## config.mk

```make
export PLATFORM = sky130hd
export DESIGN_NAME = mult_div_seq_flat
export DESIGN_NICKNAME = d
export VERILOG_FILES = /design/src/rtl/mult_div_pkg.sv /design/src/rtl/mult_div_seq_if.sv /design/src/rtl/mult_div_seq_div_step.sv /design/src/rtl/mult_div_seq.sv /design/src/flat_wrapper.sv
export SDC_FILE = /design/constraint.sdc
export NUM_CORES = 1
export LEC_CHECK = 0
export CAP_MARGIN = 30
export CORE_ASPECT_RATIO = 0.5
export CORE_UTILIZATION = 55
export DETAILED_ROUTE_END_ITERATION = 8
export PLACE_DENSITY = 0.79
export SLEW_MARGIN = 30
export SYNTH_ARGS = -nofsm -noshare
export SYNTH_HDL_FRONTEND = slang
export SYNTH_SLANG_ARGS = --single-unit
export TNS_END_PERCENT = 100
```

## constraint.sdc

```tcl
create_clock -name clk -period 7.8 [get_ports clk]
set_clock_uncertainty 0.15 [all_clocks]
set_input_delay 2.34 -clock clk [delete_from_list [all_inputs] [get_ports clk]]
set_output_delay 2.34 -clock clk [all_outputs]
set_load 0.02 [all_outputs]
```

## src/rtl/mult_div_pkg.sv

```systemverilog
// Shared definitions for the multiply/divide sequencer.
// Contents: state codes, default widths and the iteration bound.
package mult_div_pkg;

    localparam int DATA_W_DEF = 32;
    localparam int CNT_W_DEF  = 6;
    localparam int ITER_LAST  = DATA_W_DEF - 1;

    localparam logic [2:0] ST_IDLE     = 3'd0;
    localparam logic [2:0] ST_MULT_RUN = 3'd1;
    localparam logic [2:0] ST_DIV_RUN  = 3'd2;
    localparam logic [2:0] ST_DIV_FIX  = 3'd3;
    localparam logic [2:0] ST_DONE     = 3'd4;
    localparam logic [2:0] ST_DZERO    = 3'd5;

    typedef enum logic [2:0] {
        S_IDLE     = ST_IDLE,
        S_MULT_RUN = ST_MULT_RUN,
        S_DIV_RUN  = ST_DIV_RUN,
        S_DIV_FIX  = ST_DIV_FIX,
        S_DONE     = ST_DONE,
        S_DZERO    = ST_DZERO
    } state_t;

    // Counter value on the final iteration for a given operand width.
    function automatic int iter_last(input int w);
        return w - 1;
    endfunction

endpackage

```

## src/rtl/mult_div_seq_if.sv

```systemverilog
// Request/result bundle between the control unit (master) and the sequencer (slave).
interface mult_div_seq_if
    import mult_div_pkg::*;
#(
    parameter int DATA_W = DATA_W_DEF
);
    logic              start_mult;
    logic              start_div;
    logic [DATA_W-1:0] a;
    logic [DATA_W-1:0] b;
    logic              busy;
    logic              done;
    logic              zero_div;
    logic [DATA_W-1:0] hi;
    logic [DATA_W-1:0] lo;

    modport master (
        output start_mult, start_div, a, b,
        input  busy, done, zero_div, hi, lo
    );

    modport slave (
        input  start_mult, start_div, a, b,
        output busy, done, zero_div, hi, lo
    );
endinterface

```

## src/rtl/mult_div_seq_div_step.sv

```systemverilog
// One restoring-division iteration on unsigned magnitudes.
// The remainder entering each step is always below the divisor.
module div_step
    import mult_div_pkg::*;
#(
    parameter int DATA_W = DATA_W_DEF
) (
    input  logic [DATA_W-1:0] i_rem,
    input  logic              i_bit,
    input  logic [DATA_W-1:0] i_dvs,
    output logic [DATA_W-1:0] o_rem,
    output logic              o_qbit
);
    // One extra bit: the shifted remainder can reach 2*|b|-1 when |b| has its MSB set.
    logic [DATA_W:0] w_shift;
    logic [DATA_W:0] w_dvs;

    assign w_shift = {i_rem, i_bit};
    assign w_dvs   = {1'b0, i_dvs};
    assign o_qbit  = (w_shift >= w_dvs);
    assign o_rem   = o_qbit ? DATA_W'(w_shift - w_dvs) : DATA_W'(w_shift);
endmodule

```

## src/rtl/mult_div_seq.sv

```systemverilog
// Multi-cycle Booth multiply / restoring divide sequencer loading HI/LO.
// Control holds in its wait state while busy is high.
module mult_div_seq
    import mult_div_pkg::*;
#(
    parameter int DATA_W = DATA_W_DEF,
    parameter int CNT_W  = CNT_W_DEF
) (
    input  logic                  clk,
    input  logic                  reset,
    mult_div_seq_if.slave         bus
);
    localparam logic [CNT_W-1:0] LAST = CNT_W'(iter_last(DATA_W));

    state_t                   r_state, w_state_next;
    logic [CNT_W-1:0]         r_cnt;
    logic signed [DATA_W:0]   r_acc;
    logic signed [DATA_W:0]   r_m;
    logic [DATA_W-1:0]        r_q;
    logic                     r_q1;
    logic [DATA_W-1:0]        r_rem;
    logic [DATA_W-1:0]        r_dvs;
    logic                     r_neg_q;
    logic                     r_neg_r;
    logic [DATA_W-1:0]        r_hi;
    logic [DATA_W-1:0]        r_lo;

    logic signed [DATA_W:0]   w_sum;
    logic signed [DATA_W:0]   w_acc_next;
    logic [DATA_W-1:0]        w_q_next;
    logic [DATA_W-1:0]        w_a_mag;
    logic [DATA_W-1:0]        w_b_mag;
    logic [DATA_W-1:0]        w_rem_next;
    logic                     w_qbit;
    logic                     w_b_zero;

    assign w_a_mag  = bus.a[DATA_W-1] ? (~bus.a + 1'b1) : bus.a;
    assign w_b_mag  = bus.b[DATA_W-1] ? (~bus.b + 1'b1) : bus.b;
    assign w_b_zero = (bus.b == '0);

    div_step #(.DATA_W(DATA_W)) u_div_step (
        .i_rem  (r_rem),
        .i_bit  (r_q[DATA_W-1]),
        .i_dvs  (r_dvs),
        .o_rem  (w_rem_next),
        .o_qbit (w_qbit)
    );

    // Booth step: add/subtract M per {Q0,Q-1}, then arithmetic shift of {ACC,Q,Q-1}.
    always_comb begin
        w_sum = r_acc;
        unique case ({r_q[0], r_q1})
            2'b01:   w_sum = r_acc + r_m;
            2'b10:   w_sum = r_acc - r_m;
            default: w_sum = r_acc;
        endcase
        w_acc_next = w_sum >>> 1;
        w_q_next   = {w_sum[0], r_q[DATA_W-1:1]};
    end

    always_ff @(posedge clk) begin
        if (!reset) r_state <= S_IDLE;
        else        r_state <= w_state_next;
    end

    always_comb begin
        w_state_next = r_state;
        bus.busy     = 1'b1;
        bus.done     = 1'b0;
        bus.zero_div = 1'b0;
        unique case (r_state)
            S_IDLE: begin
                bus.busy = 1'b0;
                if (bus.start_mult)     w_state_next = S_MULT_RUN;
                else if (bus.start_div) w_state_next = w_b_zero ? S_DZERO : S_DIV_RUN;
            end
            S_MULT_RUN: if (r_cnt == LAST) w_state_next = S_DONE;
            S_DIV_RUN:  if (r_cnt == LAST) w_state_next = S_DIV_FIX;
            S_DIV_FIX:  w_state_next = S_DONE;
            S_DONE: begin
                bus.done     = 1'b1;
                w_state_next = S_IDLE;
            end
            S_DZERO: begin
                bus.zero_div = 1'b1;
                w_state_next = S_IDLE;
            end
            default:    w_state_next = S_IDLE;
        endcase
    end

    always_ff @(posedge clk) begin
        if (!reset) begin
            r_cnt <= '0;
            r_hi  <= '0;
            r_lo  <= '0;
        end else begin
            unique case (r_state)
                S_IDLE: begin
                    r_cnt <= '0;
                    if (bus.start_mult) begin
                        r_m   <= {bus.a[DATA_W-1], bus.a};
                        r_acc <= '0;
                        r_q   <= bus.b;
                        r_q1  <= 1'b0;
                    end else if (bus.start_div && !w_b_zero) begin
                        r_rem   <= '0;
                        r_q     <= w_a_mag;
                        r_dvs   <= w_b_mag;
                        r_neg_q <= bus.a[DATA_W-1] ^ bus.b[DATA_W-1];
                        r_neg_r <= bus.a[DATA_W-1];
                    end
                end
                S_MULT_RUN: begin
                    r_acc <= w_acc_next;
                    r_q   <= w_q_next;
                    r_q1  <= r_q[0];
                    r_cnt <= r_cnt + 1'b1;
                    if (r_cnt == LAST) begin
                        r_hi <= w_acc_next[DATA_W-1:0];
                        r_lo <= w_q_next;
                    end
                end
                S_DIV_RUN: begin
                    r_rem <= w_rem_next;
                    r_q   <= {r_q[DATA_W-2:0], w_qbit};
                    r_cnt <= r_cnt + 1'b1;
                end
                S_DIV_FIX: begin
                    r_lo <= r_neg_q ? (~r_q + 1'b1) : r_q;
                    r_hi <= r_neg_r ? (~r_rem + 1'b1) : r_rem;
                end
                default: ;
            endcase
        end
    end

    assign bus.hi = r_hi;
    assign bus.lo = r_lo;
endmodule

```

## src/flat_wrapper.sv

```systemverilog
// flat-port wrapper written by rule: the top's interface ports become plain ports
module mult_div_seq_flat import mult_div_pkg::*;
#(
    parameter int DATA_W = DATA_W_DEF,
    parameter int CNT_W  = CNT_W_DEF
)
  (clk, reset, bus_start_mult, bus_start_div, bus_a, bus_b, bus_busy, bus_done, bus_zero_div, bus_hi, bus_lo);
  mult_div_seq_if #(.DATA_W(DATA_W)) bus_i ();
  input  logic clk;
  input  logic reset;
  input wire logic [$bits(bus_i.start_mult)-1:0] bus_start_mult;
  input wire logic [$bits(bus_i.start_div)-1:0] bus_start_div;
  input wire logic [$bits(bus_i.a)-1:0] bus_a;
  input wire logic [$bits(bus_i.b)-1:0] bus_b;
  output wire logic [$bits(bus_i.busy)-1:0] bus_busy;
  output wire logic [$bits(bus_i.done)-1:0] bus_done;
  output wire logic [$bits(bus_i.zero_div)-1:0] bus_zero_div;
  output wire logic [$bits(bus_i.hi)-1:0] bus_hi;
  output wire logic [$bits(bus_i.lo)-1:0] bus_lo;
  assign bus_i.start_mult = bus_start_mult;
  assign bus_i.start_div = bus_start_div;
  assign bus_i.a = bus_a;
  assign bus_i.b = bus_b;
  assign bus_busy = bus_i.busy;
  assign bus_done = bus_i.done;
  assign bus_zero_div = bus_i.zero_div;
  assign bus_hi = bus_i.hi;
  assign bus_lo = bus_i.lo;
  mult_div_seq #(.DATA_W(DATA_W), .CNT_W(CNT_W)) u_core (.clk(clk), .reset(reset), .bus(bus_i));
endmodule
```

Word-level counts from Yosys, hierarchy flattened --
Index checks and enable logic that the tools add are counted.
Cells by class: reduce and logical (&&, ||, !) cells 17, $lt $le $gt $ge 1, multipliers 0, equal/unequal tests 15, bitwise operators 6, shift-type cells 0, add/subtract/negate cells 8, muxes and demuxes 30, divide/modulo/power cells 0
Operators with widths (count):
- 32-bit two-way mux | 10
- 32-bit case mux with 2 select lines | 3
- 33-bit case mux with 2 select lines | 2
- 32-bit by 1-bit adder with 32-bit output (second input constant) | 4
- 32-bit inverter | 4
- 32-bit case mux with 3 select lines | 1
- 33-bit by 32-bit adder with 33-bit output | 1
- 33-bit by 32-bit >= comparator with 1-bit output | 1
- 33-bit two-way mux | 1
- 33-bit by 32-bit subtractor with 33-bit output | 1
- 32-bit logical NOT | 1
- 32-bit subtractor | 1
- 31-bit two-way mux | 1
- 3-bit two-way mux | 5
- 3-bit case mux with 4 select lines | 1
- 6-bit case mux with 2 select lines | 1
- 3-bit AND reduction | 4
- 4-bit AND reduction | 2
- 2-bit nonzero test | 4
- 6-bit by 1-bit adder with 6-bit output (second input constant) | 1
- 3-bit by 2-bit == test with 1-bit output (second input constant) | 2
- 3-bit == test (second input constant) | 2
- 6-bit by 5-bit == test with 1-bit output (second input constant) | 1
- 2-bit by 1-bit inequality test with 1-bit output (second input constant) | 3
- other kinds (16) | 20
Storage, ports and cells: memories kept 0, bits in latches 0, flip-flop bits (word level) 237, bits in read-only memories 0, logic and storage cells 90, memory bits (writable) 0

Longest topological paths before layout --
Gate-level depths: netlist of the first run.
word-level depth 6, mapped depth 21, mapped depth without buffers 20

Cells and area by module --
From an unflattened synthesis of the first run, not the netlist that was laid out.
Second synthesis, totals: cell total of the unflattened synthesis 1909, area, all modules 16910.0 um^2
By module, submodules not included:
- mult_div_seq | area each 14579.0 um^2, cells an instance 1586, times used 1
- div_step | area each 2331.0 um^2, cells an instance 323, times used 1

Worst setup path after synthesis of the first run --
Ideal clock, no wire load.
path type input to register, from input bus_b[0], to register u_core.r_dvs[0] (enable), path slack 1514 ps, data required time 7182 ps, arrival 5668 ps, cell stages on the path 9, cells stage by stage inv_1 > ha_1 > and2_1 > nand3_1 > or2_2 > or3_1 > nor3b_2 > nand2b_1 > nor3_1
On the way: cells in the longest elaborated chain, start to end 4
Ends and longest elaborated chain:
- start, declared | line flat_wrapper.sv:14 | input wire logic [$bits(bus_i.b)-1:0] bus_b;
- 32-bit logical NOT | line mult_div_seq.sv:39 | assign w_b_zero = (bus.b == '0);
- 1-bit logical NOT | line mult_div_seq.sv:106 | end else if (bus.start_div && !w_b_zero) begin
- 1-bit logical AND | line mult_div_seq.sv:106
- 4-bit AND reduction (no source line)
- end signal, assigned | line mult_div_seq.sv:109 | r_dvs <= w_b_mag;
- end, declared | line mult_div_seq.sv:22 | logic [DATA_W-1:0] r_dvs;
Every way passes these cells. A chain may end at the register's enable or synchronous reset.

Worst setup path in the final report of the first run --
from input bus_b[17], to register u_core.r_rem[11] (enable)
On the way: cells in the longest elaborated chain, start to end 5
Ends and longest elaborated chain:
- 32-bit logical NOT | line mult_div_seq.sv:39
- 1-bit logical NOT | line mult_div_seq.sv:106
- 1-bit logical AND | line mult_div_seq.sv:106
- 2-bit by 1-bit inequality test with 1-bit output (no source line)
- 4-bit AND reduction (no source line)
- end signal, assigned | line mult_div_seq.sv:125 | r_rem <= w_rem_next;
- end, declared | line mult_div_seq.sv:21 | logic [DATA_W-1:0] r_rem;
Every way passes these cells.

==> summary.txt, run 1 <==
Die
  – Chip Width: 248 um
  – # rows: 44
  – Die Span Y: 125 um
  – # IOs: 135
  – Core Footprint: 29400 um2
  – Starting Density: 56.8%
  – Die ar.: 31100 um2

Clock network
  – TritonCTS buffer count: 24
  – Clk_lat worst skew: 0.54 ns
  – Post_cts resized: 0
  – CTS tree: yes
  – CTS Sinks: 236
  – H-tree levels: 1
  – CTS Hold Bufs: 0
  – Clock tree buffer depth: 3
  – Post-CTS Setup Inserts: 0
  – Reg clk slew, reported paths: 0.06 ns
  – Root Driver: clkbuf_16

Setup path
  – Worst Setup End Kind: flip-flop
  – CP required: 7.90 ns
  – CP cell instances: clkdlybuf4s50_1, or3_1, or4_1, or3_1, or2_2, or3_1, nor3b_2, nand2b_1, o21ai_1, and3_1, buf_4
  – Crit path kind: input pin to flip-flop
  – CP max FO: 32
  – Top delay family on crit path: simple AND/OR/NAND/NOR gates
  – Bufs and invs on worst path: 2
  – Slowest-stage cell, CP: clkdlybuf4s50_1
  – Startpoint types: input pin
  – CP arrival: 5.85 ns
  – Cell mode on critical path: or3_1
  – Max stage delay on crit path: 0.51 ns

Synthesis
  – Largest family of logic cells by synthesized area: compound AO/OA/AOI/OAI gates
  – Synth Warn #: 0
  – Mux contribution to synthesized area: 2.41%
  – Synth Register Bits: 236
  – Fraction of registers with async set/reset: 0%
  – Top post-synthesis cells by area: edfxtp_1, dfxtp_1, xnor2_1
  – Yosys cell types: 80
  – Synth top area share: 29.3%
  – XOR/XNOR Fraction of Synth Area: 10.4%
  – Register area share after synthesis: 38.1%
  – Area leader, netlist: edfxtp_1
  – Synth Area in Simple Gates: 18.0%
  – Synth Area in Adders: 5.56%
  – Synthesized area per cell: 8.81 um2
  – Post-synth EDFFs: 163
  – Main synth FF type: edfxtp_1
  – Syn Inst Count: 1894
  – Synth Area in Compound Gates: 21.3%
  – Synthesized Nets: 2035
  – Synthesized area: 16700 um2

Detailed routing
  – DRT Pass-1 Iters: 6
  – Routed via count: 15100
  – Antenna Violating Nets Remaining: 0
  – Drt wl/cell: 21.9 um
  – DRC Markers: 0
  – Routed WL: 51900 um
  – 1st-iter DRT viols: 1584
  – Post-DR vias/cell: 6.37

Layout
  – Most frequent cells in the layout: nor2_1, nand2_1, edfxtp_1
  – Area taken by multi-input logic gates: 9680 um2
  – Flip-flop and latch area: 6360 um2
  – Antenna cells: 0
  – Final #Nets: 2104
  – FILL cells: 2441
  – Commonest non-fill, non-tap cell in the layout: nor2_1
  – Area delta synth->final: 14.0%
  – Share of cells above drive strength 1: 5.10%

STA
  – Total negative slack: 0 ns
  – Tmin final: 5.75 ns
  – Max Slew Vio Count: 0
  – Actual slew at the worst max-slew pin: 0.913 ns
  – Max_slew headroom: 38.6%
  – RSZ-0062 raised after global routing: no
  – Hold Fails Final Rpt: 0
  – Tcrit/Tclk final: 73.7%
  – Final setup vio count: 0
  – Fmax: 0.174 GHz

Placed design
  – Dpl hpwl: 38600 um
  – Gpl congestion: 0.970
  – Port Buf Inserts: 134

Job
  – Max-Cap Viols: 0

GRT
  – GR peak layer: met1
  – Largest net degree at the start of global routing: 65
  – Global-route wire length before repair: 79300 um
  – Gr usage total: 33.1%
  – Met3 Usage GRT: 11.3%
  – Routing usage on met1: 49.8%
  – M2 GR Usage: 45.1%
  – Total gr overflow: 0
  – Initial antenna violation count: 3
  – Vias in the first global route: 13600

Pwr
  – Cell Pwr Density: 283 nW/um2
  – Leak pwr: 0.00723 uW
  – Peak supply drop: 0.000170 V
  – Total Power: 5380 uW

Outcome
  – Status: finished, final reports clean

Worst hold path
  – Hold Crit Class: flip-flop to flip-flop
## cells by family (layout without fill, tap and decap cells)
logic type                 count (synthesis)  in the layout
and+or+nand+nor                          617            617
AOI/OAI and AO/OA                        545            545
DFF                                      236            236
xor gates and xnor gates                 199            199
buffers and inverters                    184            271
adders and majority gates                 73             73
muxes                                     40             40
## cell usage after synthesis (all sizes together), types with 25 or more instances
master,instances
nand2,167
o31ai,36
mux2i,38
a22oi,36
xor2,75
a21oi,138
nor3,38
nor2,193
o21ai,137
edfxtp,163
nand3,46
xnor2,124
or3,28
dfxtp,73
a21o,25
ha,71
clkbuf,95
inv,72
a211oi,25
## state kept, by name, indices dropped and copies added (netlist names)
name	flops
u_core.bus.hi	32
u_core.bus.lo	32
u_core.r_acc	32
u_core.r_dvs	32
u_core.r_m	32
u_core.r_q	32
u_core.r_rem	32
u_core.r_cnt	6
u_core.r_state	3
u_core.r_neg_q	1
u_core.r_neg_r	1
u_core.r_q1	1
## layout make-up
cell class | instances | area share [%]
Clock inverter | 4 | 0.0986
Clock buffer | 40 | 3.74
Tap cell | 391 | 2.57
Multi-Input combinational cell | 1474 | 50.9
Sequential cell | 236 | 33.4
Timing Repair Buffer | 155 | 7.89
Inverter | 72 | 1.42
## through the flow
step	std cells	hold slack [ns]	setup slack, ns	utilization, %	area, um2
CTS	2372	0.319	2.11	64.7	19000
detailed placement	2328	0.310	1.55	62.2	18300
finish	2372	0.321	2.05	64.7	19000
global route	2372	0.347	1.88	64.7	19000
floorplan	1894	0.340	1.51	-	16700
global placement	2326	0.302	1.61	62.1	18300
## worst min-delay path: stages, from the launching register on
cell      delay (ns)
dfxtp_1         0.31
nand2_1         0.05
a21boi_0        0.06
## routing by layer
layer	vias to the layer above	part of all wire [%]
met4	2	2.2
li1	7056	-
met2	764	40
met5	-	0.025
met1	7203	44
met3	91	13
## worst paths after layout
| check | cells past startpoint | end | slack [ns] | startpoint |
|---|---|---|---|---|
| worst max-delay path | 11 | u_core.r_rem[11]$_SDFFCE_PN0P_ | 2.05 | bus_b[17] |
| worst min-delay path | 2 | u_core.bus.lo[0]$_SDFFE_PN0P_ | 0.32 | u_core.bus.lo[0]$_SDFFE_PN0P_ |
| worst max register to register | 16 | u_core.r_acc[29]$_SDFFCE_PN0P_ | 2.44 | u_core.r_m[5]$_DFFE_PP_ |
| worst min register to register | 2 | u_core.bus.lo[0]$_SDFFE_PN0P_ | 0.32 | u_core.bus.lo[0]$_SDFFE_PN0P_ |
## where the power goes
group | switching (uW) | internal (uW)
Combinational | 1480 | 921
Sequential | 260 | 1600
Clock | 498 | 620
Note: power is estimated with default switching activity, not from simulation.
==> run 2: changes to the inputs <==
==> constraint.sdc (replaced) <==
create_clock -name clk -period 5.55 [get_ports clk]
set_clock_uncertainty 0.15 [all_clocks]
set_input_delay 1.665 -clock clk [delete_from_list [all_inputs] [get_ports clk]]
set_output_delay 1.665 -clock clk [all_outputs]
set_load 0.02 [all_outputs]
==> summary.txt, run 2 (synthesized netlist as in run 1, its figures left out) <==
Setup path
  – Cell mode on critical path: nor2_1
  – Worst Setup End Kind: flip-flop
  – Startpoint types: flip-flop
  – CP required: 5.86 ns
  – CP arrival: 5.34 ns
  – CP cell instances: or3_1, or3_1, nor2_1, nand2_1, nor3_1, nand2_1, nor2_1, a21oi_1, xnor2_1, ha_1, nand3_1, nor2_1, nand4_1, a311o_1, xnor2_1, nor2_1, mux2_2, or3_1, a21oi_1
  – CP max FO: 8
  – Max stage delay on crit path: 0.49 ns
  – Crit path kind: flip-flop to flip-flop
  – Slowest-stage cell, CP: nor3_1

Clock network
  – CTS Sinks: 236
  – Post-CTS Setup Inserts: 0
  – CTS Hold Bufs: 0
  – CTS tree: yes
  – Post_cts resized: 0
  – TritonCTS buffer count: 23
  – Root Driver: clkbuf_16
  – Clk_lat worst skew: 0.53 ns
  – Clock tree buffer depth: 3
  – Reg clk slew, reported paths: 0.07 ns
  – H-tree levels: 1

Die
  – Starting Density: 56.8%
  – Die Span Y: 125 um
  – # rows: 44
  – # IOs: 135
  – Chip Width: 248 um
  – Die ar.: 31100 um2
  – Core Footprint: 29400 um2

Job
  – Max-Cap Viols: 0

Layout
  – Commonest non-fill, non-tap cell in the layout: nor2_1
  – Most frequent cells in the layout: nor2_1, nand2_1, edfxtp_1
  – Design Area, Final: 19200 um2
  – Core Util, Final: 65.2%
  – Final #Nets: 2120
  – Share of cells above drive strength 1: 6.12%
  – Area delta synth->final: 14.8%
  – FILL cells: 2451

STA
  – Hold Fails Final Rpt: 0
  – Actual slew at the worst max-slew pin: 0.881 ns
  – Total negative slack: 0 ns
  – Final setup vio count: 0
  – Tcrit/Tclk final: 90.5%
  – Fmax: 0.199 GHz
  – Max Slew Vio Count: 0
  – RSZ-0062 raised after global routing: no
  – Tmin final: 5.03 ns
  – Max_slew headroom: 40.8%
  – Worst hold slack: 0.336 ns

Pwr
  – Switch share: 42.1%
  – Leak pwr: 0.00732 uW
  – Cell Pwr Density: 395 nW/um2
  – Comb power frac: 45.4%
  – NetSw: 3190 uW
  – P_int: 4380 uW
  – Clk pwr share: 20.2%
  – Flop pwr share: 34.4%
  – Peak supply drop: 0.000237 V

GRT
  – Vias in the first global route: 13700
  – Total gr overflow: 0
  – Gr usage total: 33.8%
  – Largest net degree at the start of global routing: 62
  – Initial antenna violation count: 4
  – Global-route wire length before repair: 80400 um

Placed design
  – Port Buf Inserts: 134
  – Dpl hpwl: 40100 um
  – Cell Area, Placed: 18500 um2
  – Gpl congestion: 0.988

Detailed routing
  – Antenna Violating Nets Remaining: 0
  – 1st-iter DRT viols: 1770
  – DRC Markers: 0
  – Drt wl/cell: 22.3 um
  – DRT Pass-1 Iters: 5
  – Routed via count: 15200
  – Routed WL: 53300 um
  – Post-DR vias/cell: 6.39

Worst hold path
  – Hold Crit Class: flip-flop to flip-flop

Outcome
  – Status: finished, final reports clean
-- run 2: cell count changes in the layout (fill, tap and decap cells not counted), moves of 2 or more --
| cell | delta |
|---|---|
| clkinv_4 | +3 |
| clkinv_2 | +2 |
| clkbuf_1 | -6 |
| clkbuf_16 | -2 |
| buf_12 | +2 |
| buf_4 | +13 |
-- run 2: layout make-up --
cell class / count / area, um2 / area share [%]
Antenna cell: 1 / 2.50 / 0.0131
Clock buffer: 33 / 644 / 3.36
Clock inverter: 8 / 51.3 / 0.268
Inverter: 72 / 270 / 1.41
Multi-Input combinational cell: 1474 / 9700 / 50.6
Sequential cell: 236 / 6360 / 33.2
Tap cell: 391 / 489 / 2.55
Timing Repair Buffer: 172 / 1660 / 8.68
-- run 2: final timing paths --
kind	startpoint	endpoint	slack [ns]	depth (start not counted)
hold reg to reg	u_core.bus.lo[0]$_SDFFE_PN0P_	u_core.bus.lo[0]$_SDFFE_PN0P_	0.34	2
setup / recovery	u_core.r_m[5]$_DFFE_PP_	u_core.bus.hi[30]$_SDFFE_PN0P_	0.52	19
hold / removal	u_core.bus.lo[0]$_SDFFE_PN0P_	u_core.bus.lo[0]$_SDFFE_PN0P_	0.34	2
setup reg to reg	u_core.r_m[5]$_DFFE_PP_	u_core.bus.hi[30]$_SDFFE_PN0P_	0.52	19
-- run 2: metrics by stage --
stage | setup slack (ns) | total power [uW] | cells
5_1_grt | 0.0947 | 7960 | 2386
4_1_cts | 0.593 | 7480 | 2386
6_report | 0.525 | 7570 | 2387
3_3_place_gp | 0.128 | 5920 | 2341
2_1_floorplan | 0.219 | 4920 | 1894
3_5_place_dp | 0.0733 | 5960 | 2345
-- run 2: routing by layer --
| metal | wire length (um) | track usage [%] | share of wire [%] | vias to the layer above |
|---|---|---|---|---|
| met4 | 1550 | 9.43 | 2.9 | 2 |
| met2 | 22400 | 48.9 | 42 | 742 |
| met1 | 22600 | 47.4 | 42 | 7306 |
| met3 | 6690 | 12.2 | 13 | 98 |
| li1 | - | - | - | 7097 |
| met5 | 13 | 0 | 0.024 | - |
-- run 2: power groups by stage --
stage	combinational [uW]	clock (uW)	sequential [uW]
5_1_grt	3750	1580	2630
2_1_floorplan	2420	0	2500
6_report	3440	1530	2600
3_3_place_gp	3300	0	2620
4_1_cts	3370	1530	2580
3_5_place_dp	3340	0	2620
-- run 2: critical path: cells and delay by family, from the launching register on --
family,cells,cell delay (ns)
simple gates,12,2.66
compound gates,3,0.65
flops,1,0.47
fa+ha+maj,1,0.42
mux,1,0.30
xor+xnor,2,0.28
